$ cat src/rtl/pwm_multi.sv
// pwm_multi: multi-channel PWM generator on the 5-bit CSR bus.
//   NUM_CH channels share one prescaler and one 8-bit period counter. Each
//   channel has its own duty, enable and polarity. PERIOD and DUTY are
//   double-buffered: the active copies are reloaded only at a counter wrap,
//   or on every clock while all channels are disabled.
// Ports:
//   clk, rst_n     system clock, async active-low reset
//   csr_a/di/we    CSR address, write data, one-cycle write strobe
//   csr_do         combinational read data, 0 outside this block (OR-bus)
//   pwm_out        registered PWM outputs, one per channel
//   pwm_en         channel enables (CTRL.EN), for pin muxing
//   irq            registered level interrupt, STATUS.WRAP & STATUS.IE

// Per-channel slice: duty shadow, active duty and the output flop.
module pwm_multi_ch (
  input  logic       clk,
  input  logic       rst_n,
  input  logic       duty_we_i,
  input  logic [7:0] wdata_i,
  input  logic       load_i,
  input  logic [7:0] cnt_i,
  input  logic       en_i,
  input  logic       pol_i,
  output logic [7:0] duty_o,
  output logic       pwm_o
);
  logic [7:0] duty_q, duty_act_q;
  logic       pwm_q;

  always_ff @(posedge clk or negedge rst_n) begin
    if (!rst_n) begin
      duty_q     <= '0;
      duty_act_q <= '0;
      pwm_q      <= 1'b0;
    end else begin
      if (duty_we_i) duty_q <= wdata_i;
      // load sees the shadow from before this edge's write, so a write
      // in the wrap cycle lands one period later.
      if (load_i) duty_act_q <= duty_q;
      pwm_q <= en_i ? ((cnt_i < duty_act_q) ^ pol_i) : pol_i;
    end
  end

  assign duty_o = duty_q;
  assign pwm_o  = pwm_q;
endmodule

module pwm_multi #(
  parameter logic [4:0] BASE_ADDR = 5'h0c,
  parameter int         NUM_CH    = 2,
  parameter logic [7:0] PRESCALE  = 8'h90
) (
  input  logic              clk,
  input  logic              rst_n,
  input  logic [4:0]        csr_a,
  input  logic [7:0]        csr_di,
  input  logic              csr_we,
  output logic [7:0]        csr_do,
  output logic [NUM_CH-1:0] pwm_out,
  output logic [NUM_CH-1:0] pwm_en,
  output logic              irq
);
  localparam int LAST = 2 + NUM_CH;

  logic [NUM_CH-1:0]      en_q, pol_q;
  logic [7:0]             period_q, period_act_q;
  logic                   wrap_q, wrap_d, ie_q, irq_q;
  logic [7:0]             presc_q, presc_d, cnt_q, cnt_d;
  logic [NUM_CH-1:0][7:0] duty_sh;
  logic [NUM_CH-1:0]      duty_we;

  // Address decode: offset computed one bit wider so addresses below
  // BASE_ADDR wrap far above LAST and never alias.
  logic [5:0] off;
  logic       hit, wr_en, wr_ctrl, wr_period, wr_status;
  assign off       = {1'b0, csr_a} - {1'b0, BASE_ADDR};
  assign hit       = (csr_a >= BASE_ADDR) && (off <= 6'(LAST));
  assign wr_en     = csr_we && hit;
  assign wr_ctrl   = wr_en && (off == 6'd0);
  assign wr_period = wr_en && (off == 6'd1);
  assign wr_status = wr_en && (off == 6'd2);

  logic running, tick, wrap, load;
  assign running = |en_q;
  assign tick    = running && (presc_q == PRESCALE);
  assign wrap    = tick && (cnt_q == period_act_q);
  // Idle: active copies track the shadows so the first enable starts clean.
  assign load    = !running || wrap;

  always_comb begin
    presc_d = '0;
    cnt_d   = '0;
    if (running) begin
      presc_d = tick ? 8'd0 : presc_q + 8'd1;
      cnt_d   = cnt_q;
      if (tick) cnt_d = wrap ? 8'd0 : cnt_q + 8'd1;
    end
    // Set wins over a same-cycle write-1-to-clear.
    wrap_d = wrap | (wrap_q & ~(wr_status & csr_di[0]));
  end

  always_ff @(posedge clk or negedge rst_n) begin
    if (!rst_n) begin
      en_q         <= '0;
      pol_q        <= '0;
      period_q     <= 8'hff;
      period_act_q <= '0;
      wrap_q       <= 1'b0;
      ie_q         <= 1'b0;
      irq_q        <= 1'b0;
      presc_q      <= '0;
      cnt_q        <= '0;
    end else begin
      presc_q <= presc_d;
      cnt_q   <= cnt_d;
      wrap_q  <= wrap_d;
      irq_q   <= wrap_q & ie_q;
      if (load)      period_act_q <= period_q;
      if (wr_period) period_q     <= csr_di;
      if (wr_status) ie_q         <= csr_di[1];
      if (wr_ctrl) begin
        en_q  <= csr_di[NUM_CH-1:0];
        pol_q <= csr_di[4 +: NUM_CH];
      end
    end
  end

  for (genvar i = 0; i < NUM_CH; i++) begin : g_ch
    assign duty_we[i] = wr_en && (off == 6'(3 + i));
    pwm_multi_ch u_ch (
      .clk       (clk),
      .rst_n     (rst_n),
      .duty_we_i (duty_we[i]),
      .wdata_i   (csr_di),
      .load_i    (load),
      .cnt_i     (cnt_q),
      .en_i      (en_q[i]),
      .pol_i     (pol_q[i]),
      .duty_o    (duty_sh[i]),
      .pwm_o     (pwm_out[i])
    );
  end

  // Reads always return shadow values, never the active copies.
  always_comb begin
    csr_do = '0;
    if (hit) begin
      case (off)
        6'd0:    csr_do = {4'(pol_q), 4'(en_q)};
        6'd1:    csr_do = period_q;
        6'd2:    csr_do = {6'b0, ie_q, wrap_q};
        default: begin
          for (int i = 0; i < NUM_CH; i++)
            if (off == 6'(3 + i)) csr_do = duty_sh[i];
        end
      endcase
    end
  end

  assign pwm_en = en_q;
  assign irq    = irq_q;
endmodule

$ cat config.mk
export PLATFORM = sky130hd
export DESIGN_NAME = pwm_multi
export DESIGN_NICKNAME = d
export VERILOG_FILES = /design/src/rtl/pwm_multi.sv
export SDC_FILE = /design/constraint.sdc
export NUM_CORES = 1
export LEC_CHECK = 0
export CAP_MARGIN = 20
export CORE_ASPECT_RATIO = 0.5
export CORE_MARGIN = 2
export CORE_UTILIZATION = 36
export DETAILED_ROUTE_END_ITERATION = 8
export MAX_ROUTING_LAYER = met4
export SETUP_SLACK_MARGIN = 0.4
export SLEW_MARGIN = 20
export SYNTH_ARGS = -nofsm -noshare
export SYNTH_HDL_FRONTEND = slang
export SYNTH_SLANG_ARGS = --single-unit
$ cat constraint.sdc
create_clock -name clk -period 5.4 [get_ports clk]
set_input_delay 1.08 -clock clk [delete_from_list [all_inputs] [get_ports clk]]
set_output_delay 1.08 -clock clk [all_outputs]
set_load 0.05 [all_outputs]
==> impl_metrics.yaml <==
run_status:
  outcome: "complete, no violations"
die:
  rows: 26
  die-area_mm2: 0.01162
  core-area_mm2: 0.01031
  pin_count: 29
  initial_core_util_pct: 37.45
  die_h_um: 77.25
  die_width_um: 150.5
synthesis:
  ys_warn_count: 0
  synth.ff_latch_count: 73
  synth-edff-count: 0
  synth_area_leaders: "dfrtp_1 (42%), mux2_4 (9.3%), mux2_2 (9.0%), ha_1 (5.8%), dfstp_2 (5.4%)"
  syn_nets: 360
  synthFlopType: "dfrtp_1"
  netlist.area_leader.share_pct: 42.11
  syn_area_per_cell_um2: 11.85
  ys_seq_area_share_pct: 47.55
  synth.largest_area_cell: "dfrtp_1"
  syn-cell-area_mm2: 0.003862
  synth_cell_types: 45
  async_reset_ff_share_pct: 100.0
  synthCells: 326
sta:
  timing.final.crit_period_ns: 4.785
  fin_skew_ns: 0.006025
  max_freq_mhz: 209.0
  report.final.slew_viol_count: 0
  setup_viol: 0
  fin_tns_setup_ns: 0
  rsz0062_at_grt: "no"
  slew_headroom_pct: 37.97
  hold_violations: 0
  max_slew.worst_pin.slew_ns: 0.9270
  post-route-period-util_pct: 88.60
detailed_routing:
  remaining_drc_errors: 0
  ant_nets: 0
  wire_per_inst_um: 16.32
  drtIter0Drc: 182
  drt_pass1_iterations: 4
  dr_total_vias: 2519
  viasPerCell: 5.018
  wirelength_um: 8195
cts:
  cts_tree: "yes"
  cts_made_buffers: 9
  htreeDepth: 3
  cts-root-buf: "clkbuf_16"
  clk_pin_slew_ns: 0.05
  cts_buffer_depth: 2
  clock_latency_ns: 0.33
  clock_sinks: 73
worst_setup_path:
  critical_path.slowest_cell: "clkdlybuf4s50_1"
  critPathRequiredTime_ns: 4.32
  crit_chain: "clkdlybuf4s50_1 -> nor2_1 -> nand3_1 -> a211o_1 -> a211oi_1 -> clkdlybuf4s50_1"
  start_kind: "input port"
  critPathMaxStageDelay_ns: 0.85
  path_max_fanout: 10
  worstPathArrival_ns: 3.70
  crit_type: "input port to output port"
  crit_path_frequent_cell: "clkdlybuf4s50_1"
  crit_path_end_kind: "output port"
power_and_ir_drop:
  power.density_mw_per_mm2: 346.0
  p_leak_nw: 2.089
  ir_drop_mv: 0.1402
global_routing:
  grt_max_degree: 61
  grt_overflow: 0
  antenna_found_initial: 0
  grt_pass1_vias: 2665
  grt_pass1_wl_um: 13820
  grt_usage_pct: 15.88
run:
  drv_cap: 0
layout:
  final_common_cell: "dfrtp_1"
  syn_to_final_growth_pct: 18.04
  final_cell_mix: "dfrtp_1 (65), mux2_2 (31), nor2_1 (25)"
  final_net_count: 391
  diodes: 0
  final_layout_size_suffix_gt1_share_pct: 25.14
  fin_cells: 502
  fill_cells: 950
placement:
  numPortBuffers: 28
  dp_cells: 486
  gp_congestion: 0.8610
  dpl.hpwl_um: 6220
worst_hold_path:
  hp-class: "register to register"
-- report_power, final --
| group | switching (W) | internal (W) | total [W] |
|---|---|---|---|
| combinational | 0.000178 | 0.000169 | 0.000347 |
| clock | 0.000209 | 0.000334 | 0.000543 |
| sequential | 0.0000665 | 0.000622 | 0.000688 |
| total | 0.000454 | 0.00112 | 0.00158 |
-- sequential cells by signal, indices dropped and copies added (netlist names) --
signal                count
g_ch.u_ch.duty_act_q     16
g_ch.u_ch.duty_o         16
presc_q                   8
period_act_q              8
g_ch.u_ch.pwm_o           2
cnt_q                     8
wrap_q                    1
pol_q                     2
period_q                  8
irq                       1
pwm_en                    2
ie_q                      1
-- through the flow --
| stage | instance area (µm²) | hold slack [ns] | power, W | utilization, % | worst slack (ns) |
|---|---|---|---|---|---|
| after CTS | 4557 | 0.5168 | 0.001591 | 44.19 | 0.5726 |
| after global routing | 4559 | 0.5218 | 0.001657 | 44.21 | 0.4601 |
| after floorplan | 3862 | 0.4594 | 0.0009432 | - | 1.108 |
| after global placement | 4254 | 0.4991 | 0.001022 | 41.25 | 0.6910 |
| final | 4559 | 0.5137 | 0.001578 | 44.21 | 0.6155 |
| after detailed placement | 4282 | 0.5006 | 0.001046 | 41.52 | 0.5828 |
-- critical path, delay by kind of cell --
kind | cells | cell delay, ns
buffers and inverters | 2 | 1.43
AND/OR/NAND/NOR | 2 | 0.47
AO/OA/AOI/OAI | 2 | 0.72
-- cell usage after synthesis, types with 2 or more instances --
cell type and count:
xnor2_1 11, a2111oi_0 2, clkbuf_1 3, nor3_1 2, buf_4 4, mux2i_1 4
mux2_4 24, dfstp_2 8, o22ai_1 2, mux2_2 31, ha_1 18, nand2b_1 3
nand2_1 22, xor2_1 11, nand3_1 7, a211oi_1 2, dfrtp_1 65, a221oi_1 2
inv_1 20, nor2_1 25, and3_1 7, and2_1 7, o21ai_0 9, a21oi_1 10
buf_6 3, nand4_1 5
-- area by class of cell --
cell class | instances | area [µm²] | share of cell area [%]
clock inverter | 3 | 15.01 | 0.3293
sequential | 73 | 1837 | 40.29
clock buffer | 13 | 260.3 | 5.708
tap | 140 | 175.2 | 3.842
inverter | 20 | 75.07 | 1.647
timing repair buffer | 32 | 322.8 | 7.080
multi-input combinational | 221 | 1874 | 41.11
-- cell families (layout without fill, tap and decap cells) --
| group | count (synthesis) | count (layout) | share of synthesized area [%] |
|---|---|---|---|
| fa+ha+maj | 18 | 18 | 5.831 |
| buf+inv | 32 | 68 | 4.114 |
| xor+xnor | 22 | 22 | 4.989 |
| flops | 73 | 73 | 47.55 |
| simple gates | 85 | 85 | 11.79 |
| compound gates | 37 | 37 | 6.317 |
| mux | 59 | 59 | 19.40 |
-- path summary, 6_finish.rpt --
path                                       startpoint                         end  slack, ns  cells past startpoint
min reg2reg                g_ch[0].u_ch.duty_act_q[1]  g_ch[0].u_ch.duty_act_q[1]       0.51                      1
max in group asynchronous                       rst_n  g_ch[0].u_ch.duty_act_q[6]       3.72                      2
min in group asynchronous                       rst_n                         irq       0.64                      1
min                        g_ch[0].u_ch.duty_act_q[1]  g_ch[0].u_ch.duty_act_q[1]       0.51                      1
max reg2reg                                presc_q[2]  g_ch[1].u_ch.duty_act_q[7]       2.98                      6
max                                          csr_a[0]                   csr_do[4]       0.62                      6
-- timing repair --
item	4_1_cts	5_1_grt
resized for setup	0	1
endpoints found under the setup margin	0	1
hold buffers	0	0
endpoints found under the hold margin	0	0
setup buffers	0	0
-- per-layer routing --
metal  GRT usage [%]  wire [µm]  vias to the layer above
met5               -          0                        -
met4           5.849         97                        0
met3           3.631        272                        8
met2           23.00       3646                       45
met1           21.70       4179                     1261
li1                -          -                     1205
Note: power is estimated with default switching activity, not from simulation.
